$ cat src/rtl/bit_scan_serializer_pkg.sv
// Shared types and constants for the bit scan serializer.
//   SEL_W / DATA_W : select index width and parallel word width (DATA_W == 2**SEL_W)
//   scan_desc_t    : scan descriptor {start_sel, stride, len_m1}
//   state_e        : FSM states {IDLE, SCAN}
package bit_scan_serializer_pkg;

  localparam int SEL_W  = 8;
  localparam int DATA_W = 1 << SEL_W;

  typedef struct packed {
    logic [SEL_W-1:0] start_sel;
    logic [SEL_W-1:0] stride;
    logic [SEL_W-1:0] len_m1;
  } scan_desc_t;

  typedef enum logic {
    IDLE = 1'b0,
    SCAN = 1'b1
  } state_e;

endpackage

$ cat src/rtl/bit_scan_serializer_if.sv
// Word-in / bit-out handshake bundle for the bit scan serializer.
//   in_*      : parallel word + scan descriptor, valid/ready
//   out_*     : serial bit stream, valid/ready, with last marker
//   sel, busy : observability of the select counter and scan state
// master = upstream/downstream environment side, slave = serializer side.
interface bit_scan_serializer_if
  import bit_scan_serializer_pkg::*;
#(
  parameter int DATA_W = 256,
  parameter int SEL_W  = 8
);

  logic              in_valid;
  logic              in_ready;
  logic [DATA_W-1:0] in_data;
  logic [SEL_W-1:0]  start_sel;
  logic [SEL_W-1:0]  stride;
  logic [SEL_W-1:0]  len_m1;
  logic              out_valid;
  logic              out_ready;
  logic              out_bit;
  logic              out_last;
  logic [SEL_W-1:0]  sel;
  logic              busy;

  modport master (
    output in_valid, in_data, start_sel, stride, len_m1, out_ready,
    input  in_ready, out_valid, out_bit, out_last, sel, busy
  );

  modport slave (
    input  in_valid, in_data, start_sel, stride, len_m1, out_ready,
    output in_ready, out_valid, out_bit, out_last, sel, busy
  );

endinterface

$ cat src/rtl/bit_scan_serializer_mux.sv
// 256-to-1 bit-select mux.
//   in  : parallel word
//   sel : bit index
//   out : in[sel]
module mux_256to1 #(
  parameter int DATA_W = 256,
  parameter int SEL_W  = 8
) (
  input  logic [DATA_W-1:0] in,
  input  logic [SEL_W-1:0]  sel,
  output logic              out
);

  assign out = in[sel];

endmodule

$ cat src/rtl/bit_scan_serializer.sv
// Bit scan serializer: captures a word plus scan descriptor, then walks the
// select index (start, +stride mod 2**SEL_W) through it, emitting one bit per
// accepted beat on a valid/ready stream.
//   clk, areset_n : clock, asynchronous active-low reset
//   bus (slave)   : in_* word/descriptor handshake, out_* serial stream,
//                   sel/busy observability
// All out_* are derived from registered state only; in_ready additionally
// looks at out_ready so a new word can load on the edge that retires the
// last bit of the previous scan (no bubble between scans).
module bit_scan_serializer
  import bit_scan_serializer_pkg::*;
#(
  parameter int DATA_W = 256,
  parameter int SEL_W  = 8
) (
  input  logic                 clk,
  input  logic                 areset_n,
  bit_scan_serializer_if.slave bus
);

  state_e            state_q, state_d;
  logic [DATA_W-1:0] data_q, data_d;
  logic [SEL_W-1:0]  sel_q, sel_d;
  logic [SEL_W-1:0]  stride_q, stride_d;
  logic [SEL_W-1:0]  rem_q, rem_d;

  scan_desc_t in_desc;
  logic       mux_bit;
  logic       beat;
  logic       last;
  logic       load;

  assign in_desc = '{start_sel: bus.start_sel, stride: bus.stride, len_m1: bus.len_m1};

  assign last = (rem_q == '0);
  assign beat = bus.out_valid & bus.out_ready;
  assign load = bus.in_valid & bus.in_ready;

  mux_256to1 #(.DATA_W(DATA_W), .SEL_W(SEL_W)) u_mux (
    .in  (data_q),
    .sel (sel_q),
    .out (mux_bit)
  );

  // State register
  always_ff @(posedge clk or negedge areset_n) begin
    if (!areset_n) begin
      state_q  <= IDLE;
      data_q   <= '0;
      sel_q    <= '0;
      stride_q <= '0;
      rem_q    <= '0;
    end else begin
      state_q  <= state_d;
      data_q   <= data_d;
      sel_q    <= sel_d;
      stride_q <= stride_d;
      rem_q    <= rem_d;
    end
  end

  // Next state / datapath
  always_comb begin
    state_d  = state_q;
    data_d   = data_q;
    sel_d    = sel_q;
    stride_d = stride_q;
    rem_d    = rem_q;
    if (beat) begin
      if (last) begin
        state_d = IDLE;
      end else begin
        sel_d = sel_q + stride_q;  // wraps naturally at SEL_W bits
        rem_d = rem_q - 1'b1;
      end
    end
    // A load overrides the return to IDLE when it coincides with the last beat.
    if (load) begin
      state_d  = SCAN;
      data_d   = bus.in_data;
      sel_d    = in_desc.start_sel;
      stride_d = in_desc.stride;
      rem_d    = in_desc.len_m1;
    end
  end

  // Outputs
  always_comb begin
    bus.out_valid = (state_q == SCAN);
    bus.busy      = (state_q == SCAN);
    bus.out_last  = (state_q == SCAN) & last;
    bus.out_bit   = mux_bit;
    bus.sel       = sel_q;
    bus.in_ready  = (state_q == IDLE) | ((state_q == SCAN) & bus.out_ready & last);
  end

endmodule

$ cat src/flat_wrapper.sv
// flat-port wrapper written by rule: the top's interface ports become plain ports
module bit_scan_serializer_flat import bit_scan_serializer_pkg::*;
#(
  parameter int DATA_W = 256,
  parameter int SEL_W  = 8
)
  (clk, areset_n, bus_in_valid, bus_in_data, bus_start_sel, bus_stride, bus_len_m1, bus_out_ready, bus_in_ready, bus_out_valid, bus_out_bit, bus_out_last, bus_sel, bus_busy);
  bit_scan_serializer_if #(.DATA_W(DATA_W), .SEL_W(SEL_W)) bus_i ();
  input  logic clk;
  input  logic areset_n;
  input wire logic [$bits(bus_i.in_valid)-1:0] bus_in_valid;
  input wire logic [$bits(bus_i.in_data)-1:0] bus_in_data;
  input wire logic [$bits(bus_i.start_sel)-1:0] bus_start_sel;
  input wire logic [$bits(bus_i.stride)-1:0] bus_stride;
  input wire logic [$bits(bus_i.len_m1)-1:0] bus_len_m1;
  input wire logic [$bits(bus_i.out_ready)-1:0] bus_out_ready;
  output wire logic [$bits(bus_i.in_ready)-1:0] bus_in_ready;
  output wire logic [$bits(bus_i.out_valid)-1:0] bus_out_valid;
  output wire logic [$bits(bus_i.out_bit)-1:0] bus_out_bit;
  output wire logic [$bits(bus_i.out_last)-1:0] bus_out_last;
  output wire logic [$bits(bus_i.sel)-1:0] bus_sel;
  output wire logic [$bits(bus_i.busy)-1:0] bus_busy;
  assign bus_i.in_valid = bus_in_valid;
  assign bus_i.in_data = bus_in_data;
  assign bus_i.start_sel = bus_start_sel;
  assign bus_i.stride = bus_stride;
  assign bus_i.len_m1 = bus_len_m1;
  assign bus_i.out_ready = bus_out_ready;
  assign bus_in_ready = bus_i.in_ready;
  assign bus_out_valid = bus_i.out_valid;
  assign bus_out_bit = bus_i.out_bit;
  assign bus_out_last = bus_i.out_last;
  assign bus_sel = bus_i.sel;
  assign bus_busy = bus_i.busy;
  bit_scan_serializer #(.DATA_W(DATA_W), .SEL_W(SEL_W)) u_core (.clk(clk), .areset_n(areset_n), .bus(bus_i));
endmodule
$ cat config.mk
export PLATFORM = sky130hd
export DESIGN_NAME = bit_scan_serializer_flat
export DESIGN_NICKNAME = d
export VERILOG_FILES = /design/src/rtl/bit_scan_serializer_pkg.sv /design/src/rtl/bit_scan_serializer_if.sv /design/src/rtl/bit_scan_serializer_mux.sv /design/src/rtl/bit_scan_serializer.sv /design/src/flat_wrapper.sv
export SDC_FILE = /design/constraint.sdc
export NUM_CORES = 1
export LEC_CHECK = 0
export BUFFER_PORTS_ARGS = -buffer_cell sky130_fd_sc_hd__buf_2
export CAP_MARGIN = 20
export CORE_ASPECT_RATIO = 1.25
export CORE_MARGIN = 2
export CORE_UTILIZATION = 55
export CTS_CLUSTER_SIZE = 10
export DETAILED_ROUTE_END_ITERATION = 7
export PLACE_DENSITY = 0.84
export SETUP_SLACK_MARGIN = 0.4
export SLEW_MARGIN = 20
export SYNTH_ARGS = -nofsm -noshare
export SYNTH_HDL_FRONTEND = slang
export SYNTH_SLANG_ARGS = --single-unit
$ cat constraint.sdc
create_clock -name clk -period 3.53 [get_ports clk]
set_clock_uncertainty 0.2 [all_clocks]
set_input_delay 0.353 -clock clk [delete_from_list [all_inputs] [get_ports clk]]
set_output_delay 0.353 -clock clk [all_outputs]
set_load 0.01 [all_outputs]
==> flow_metrics.py <==
metrics = {
    "min_path": {
        "worst_hold_path.endpoint": "u_core.bus.busy",
        "hp-start": "bus_out_ready",
        "min_path_cells": 3,
        "hp-class": "in2reg",
    },
    "route": {
        "drtAntennaViolNets": 0,
        "drcViolationCount": 0,
        "wirelength_um": 52700,
        "dr.pass1.iters": 7,
        "vias_per_cell": 5.89,
        "via_count": 14000,
        "wl_per_cell_um": 22.2,
        "drtIter0Drc": 1597,
    },
    "clock_tree": {
        "cts_root_buf": "clkbuf_16",
        "cts_inserted_buffers": 34,
        "insertion_delay_ps": 510,
        "clk_pin_slew_ps": 60,
        "clk_path_buf_depth": 3,
        "cts_tree": "done",
        "cts.htree.levels": 2,
        "clock_sinks": 281,
    },
    "critical_path": {
        "r2r-start": "u_core.rem_q[1]",
        "criticalPathCategory": "reg2out",
        "reg2reg_slack_ps": 590,
        "setup.worst_path.end_class": "primary output",
        "critPathMaxFanout": 10,
        "cp.required_ps": 2980,
        "r2r-end": "u_core.data_q[171]",
        "r2r.worst_path.cells": 8,
        "startpoint_type": "flip-flop",
        "cp.arrival_ps": 3350,
    },
    "timing": {
        "max_slew.worst_pin.slew_ps": 869,
        "whs_ps": 215,
        "rsz0062_at_grt": "true",
        "tns_ps": -374,
        "slew_violations": 0,
        "setup_slack_ps": -374,
        "finalSetupViolCount": 1,
        "timing.slew.headroom": 0.421,
        "fmax_mhz": 256,
        "hold_viol": 0,
        "finalCritPeriodShare": 1.11,
        "layout_min_cycle_time_ps": 3900,
    },
    "global_route": {
        "grt_pass1_wl_um": 79800,
        "grt_max_degree": 125,
        "antenna_found_initial": 6,
        "grt_pass1_vias": 14900,
        "grt_usage": 0.417,
        "gr-total-overflow": 0,
    },
    "yosys": {
        "synth_edf_count": 0,
        "syn_area_per_cell_sq_um": 9.04,
        "synth_area_sq_mm": 0.0133,
        "seq_area_frac_synth": 0.530,
        "async_flop_share": 1.00,
        "yosysWarnings": 0,
        "synthFlopType": "dfrtp_1",
        "synth_nets": 1762,
        "synth-seq-cells": 281,
        "synth_cell_types": 53,
        "syn-instance-count": 1469,
    },
    "cells_and_area": {
        "nets": 2325,
        "seq_area_sq_mm": 0.00704,
        "fillers": 1208,
        "area_delta_synth_final_pct": 44.2,
        "drive_gt1_frac": 0.209,
        "multiInputGateArea_sq_mm": 0.00589,
    },
    "floorplanning": {
        "die_width_um": 143,
        "start_util": 0.560,
        "dieArea_sq_mm": 0.0254,
        "coreArea_sq_mm": 0.0237,
        "rows": 63,
        "ios": 297,
        "die_y_um": 178,
    },
    "place": {
        "routabilityCongestion": 0.833,
        "dp_hpwl_um": 26200,
        "port_buffers": 296,
    },
    "flow_run": {
        "max_cap_viol_count": 0,
    },
    "run_status": {
        "status": "finished with violations",
        "violations": "negative setup slack",
    },
    "power": {
        "power_leakage_uw": 0.00986,
        "power.density_mw_per_mm2": 796,
        "ir_drop_mv": 0.409,
    },
}
-- worst max path at each step --
stage / cells after the start / to / slack (ps) / from
floorplan: 11 / bus_out_bit / 780 / u_core.bus.sel[0]
global placement: 8 / bus_out_bit / 290 / u_core.bus.sel[0]
detailed placement: 8 / bus_out_bit / 270 / u_core.bus.sel[0]
CTS: 11 / bus_out_bit / -30 / u_core.bus.sel[0]
global route: 11 / bus_out_bit / -410 / u_core.bus.sel[0]
finish: 11 / bus_out_bit / -370 / u_core.bus.sel[0]
-- power by group --
part           total [uW]  internal, uW  switching, uW
Sequential           6140          4820           1320
Clock                3130          1810           1330
Combinational        5970          2800           3160
Total               15200          9430           5810
-- metrics by stage --
step	worst slack, ps	util	std cells	instance area [sq um]	power [uW]
3_3_place_gp	289	0.634	2030	15000	10500
6_report	-374	0.807	2371	19100	15200
2_1_floorplan	779	-	1469	13300	9140
5_1_grt	-415	0.806	2367	19100	15900
3_5_place_dp	273	0.634	2030	15000	10700
4_1_cts	-26.4	0.800	2362	19000	14300
-- synthesized netlist by cell type (2+ instances only) --
cell type / count / area share
ha_1: 8 / 0.0075
o22ai_1: 21 / 0.0099
nand3_1: 12 / 0.0045
a21boi_0: 2 / 0.0011
nor2_1: 18 / 0.0051
mux4_1: 14 / 0.028
a22o_1: 3 / 0.0020
mux4_2: 24 / 0.041
xnor2_1: 5 / 0.0033
nor4b_1: 2 / 0.0013
a21oi_1: 7 / 0.0026
buf_2: 19 / 0.0072
inv_1: 9 / 0.0025
nor4_1: 5 / 0.0024
a31oi_1: 3 / 0.0014
buf_6: 8 / 0.0068
and3_1: 2 / 0.00094
nor3_1: 9 / 0.0034
mux2_2: 3 / 0.0025
a22oi_1: 2 / 0.0011
mux2i_1: 60 / 0.045
and2_1: 2 / 0.00094
or3_1: 5 / 0.0024
o221ai_1: 2 / 0.0013
o21ai_0: 21 / 0.0079
clkbuf_1: 56 / 0.016
a211o_1: 2 / 0.0013
xor2_1: 4 / 0.0026
nand2_1: 810 / 0.23
nor2b_1: 9 / 0.0042
a211oi_1: 3 / 0.0017
o21a_1: 3 / 0.0017
buf_1: 2 / 0.00057
nand2b_1: 3 / 0.0014
buf_4: 5 / 0.0028
o211ai_1: 5 / 0.0028
nand3b_1: 2 / 0.0011
dfrtp_1: 281 / 0.53
a2111oi_0: 4 / 0.0026
-- critical path, stage by stage (launching register included) --
cell and delay, ps:
dfrtp_4 510, buf_12 140, buf_12 120, buf_4 190, mux2i_1 170, o22ai_1 420
nor3_1 150, a2111oi_4 380, buf_4 210, nor4_4 40, o211ai_1 320, buf_2 200
-- layout by cell type (no fill, tap or decap), types with 7 or more instances in the layout --
| master | instances |
|---|---|
| a21oi_1 | 7 |
| buf_12 | 8 |
| buf_2 | 295 |
| buf_4 | 23 |
| buf_6 | 7 |
| clkbuf_16 | 35 |
| dfrtp_1 | 279 |
| diode_2 | 8 |
| dlygate4sd3_1 | 282 |
| ha_1 | 7 |
| inv_1 | 9 |
| mux2i_1 | 59 |
| mux4_1 | 10 |
| mux4_2 | 28 |
| nand2_1 | 808 |
| nand3_1 | 12 |
| nor2_1 | 18 |
| nor2b_1 | 9 |
| nor3_1 | 9 |
| o21ai_0 | 19 |
| o22ai_1 | 20 |
-- per-layer routing --
metal	vias up	global-route usage	part of all wire	routed length, um
met5	-	0	0.00046	24
li1	5871	-	-	-
met3	379	0.110	0.097	5090
met4	4	0.309	0.084	4450
met1	6560	0.470	0.33	17300
met2	1152	0.679	0.49	25800
-- cell families (layout without fill, tap and decap cells) --
family / Yosys count / after routing / synth area share
flip-flops: 281 / 281 / 0.530
buffers and inverters: 102 / 671 / 0.0385
other: 0 / 8 / 0
XOR/XNOR: 9 / 9 / 0.00594
AND/OR/NAND/NOR: 884 / 884 / 0.260
multiplexers: 101 / 101 / 0.116
adder cells (fa/ha/maj): 9 / 9 / 0.00905
AO/OA/AOI/OAI: 83 / 83 / 0.0410
-- registers in the layout (all words and copies together), names as in the netlist --
| name | cells |
|---|---|
| u_core.bus.sel | 8 |
| u_core.bus.busy | 1 |
| u_core.rem_q | 8 |
| u_core.stride_q | 8 |
| u_core.data_q | 256 |
-- cell type report --
cell class / instances / area share
Clock inverter: 2 / 0.000719
Inverter: 9 / 0.00176
Sequential cell: 281 / 0.368
Multi-Input combinational cell: 1086 / 0.308
Timing Repair Buffer: 620 / 0.252
Clock buffer: 40 / 0.0478
Antenna cell: 8 / 0.00105
Tap cell: 325 / 0.0212
-- repair_timing --
action                                 4_1_cts  5_1_grt
gates resized for setup                     19       27
hold buffers                               282        0
setup endpoints to repair                    2        8
setup buffers                                7        1
cloned                                       1        0
pin swaps                                    6        9
endpoints found under the hold margin      371        0
(Power assumes the default switching activity.)
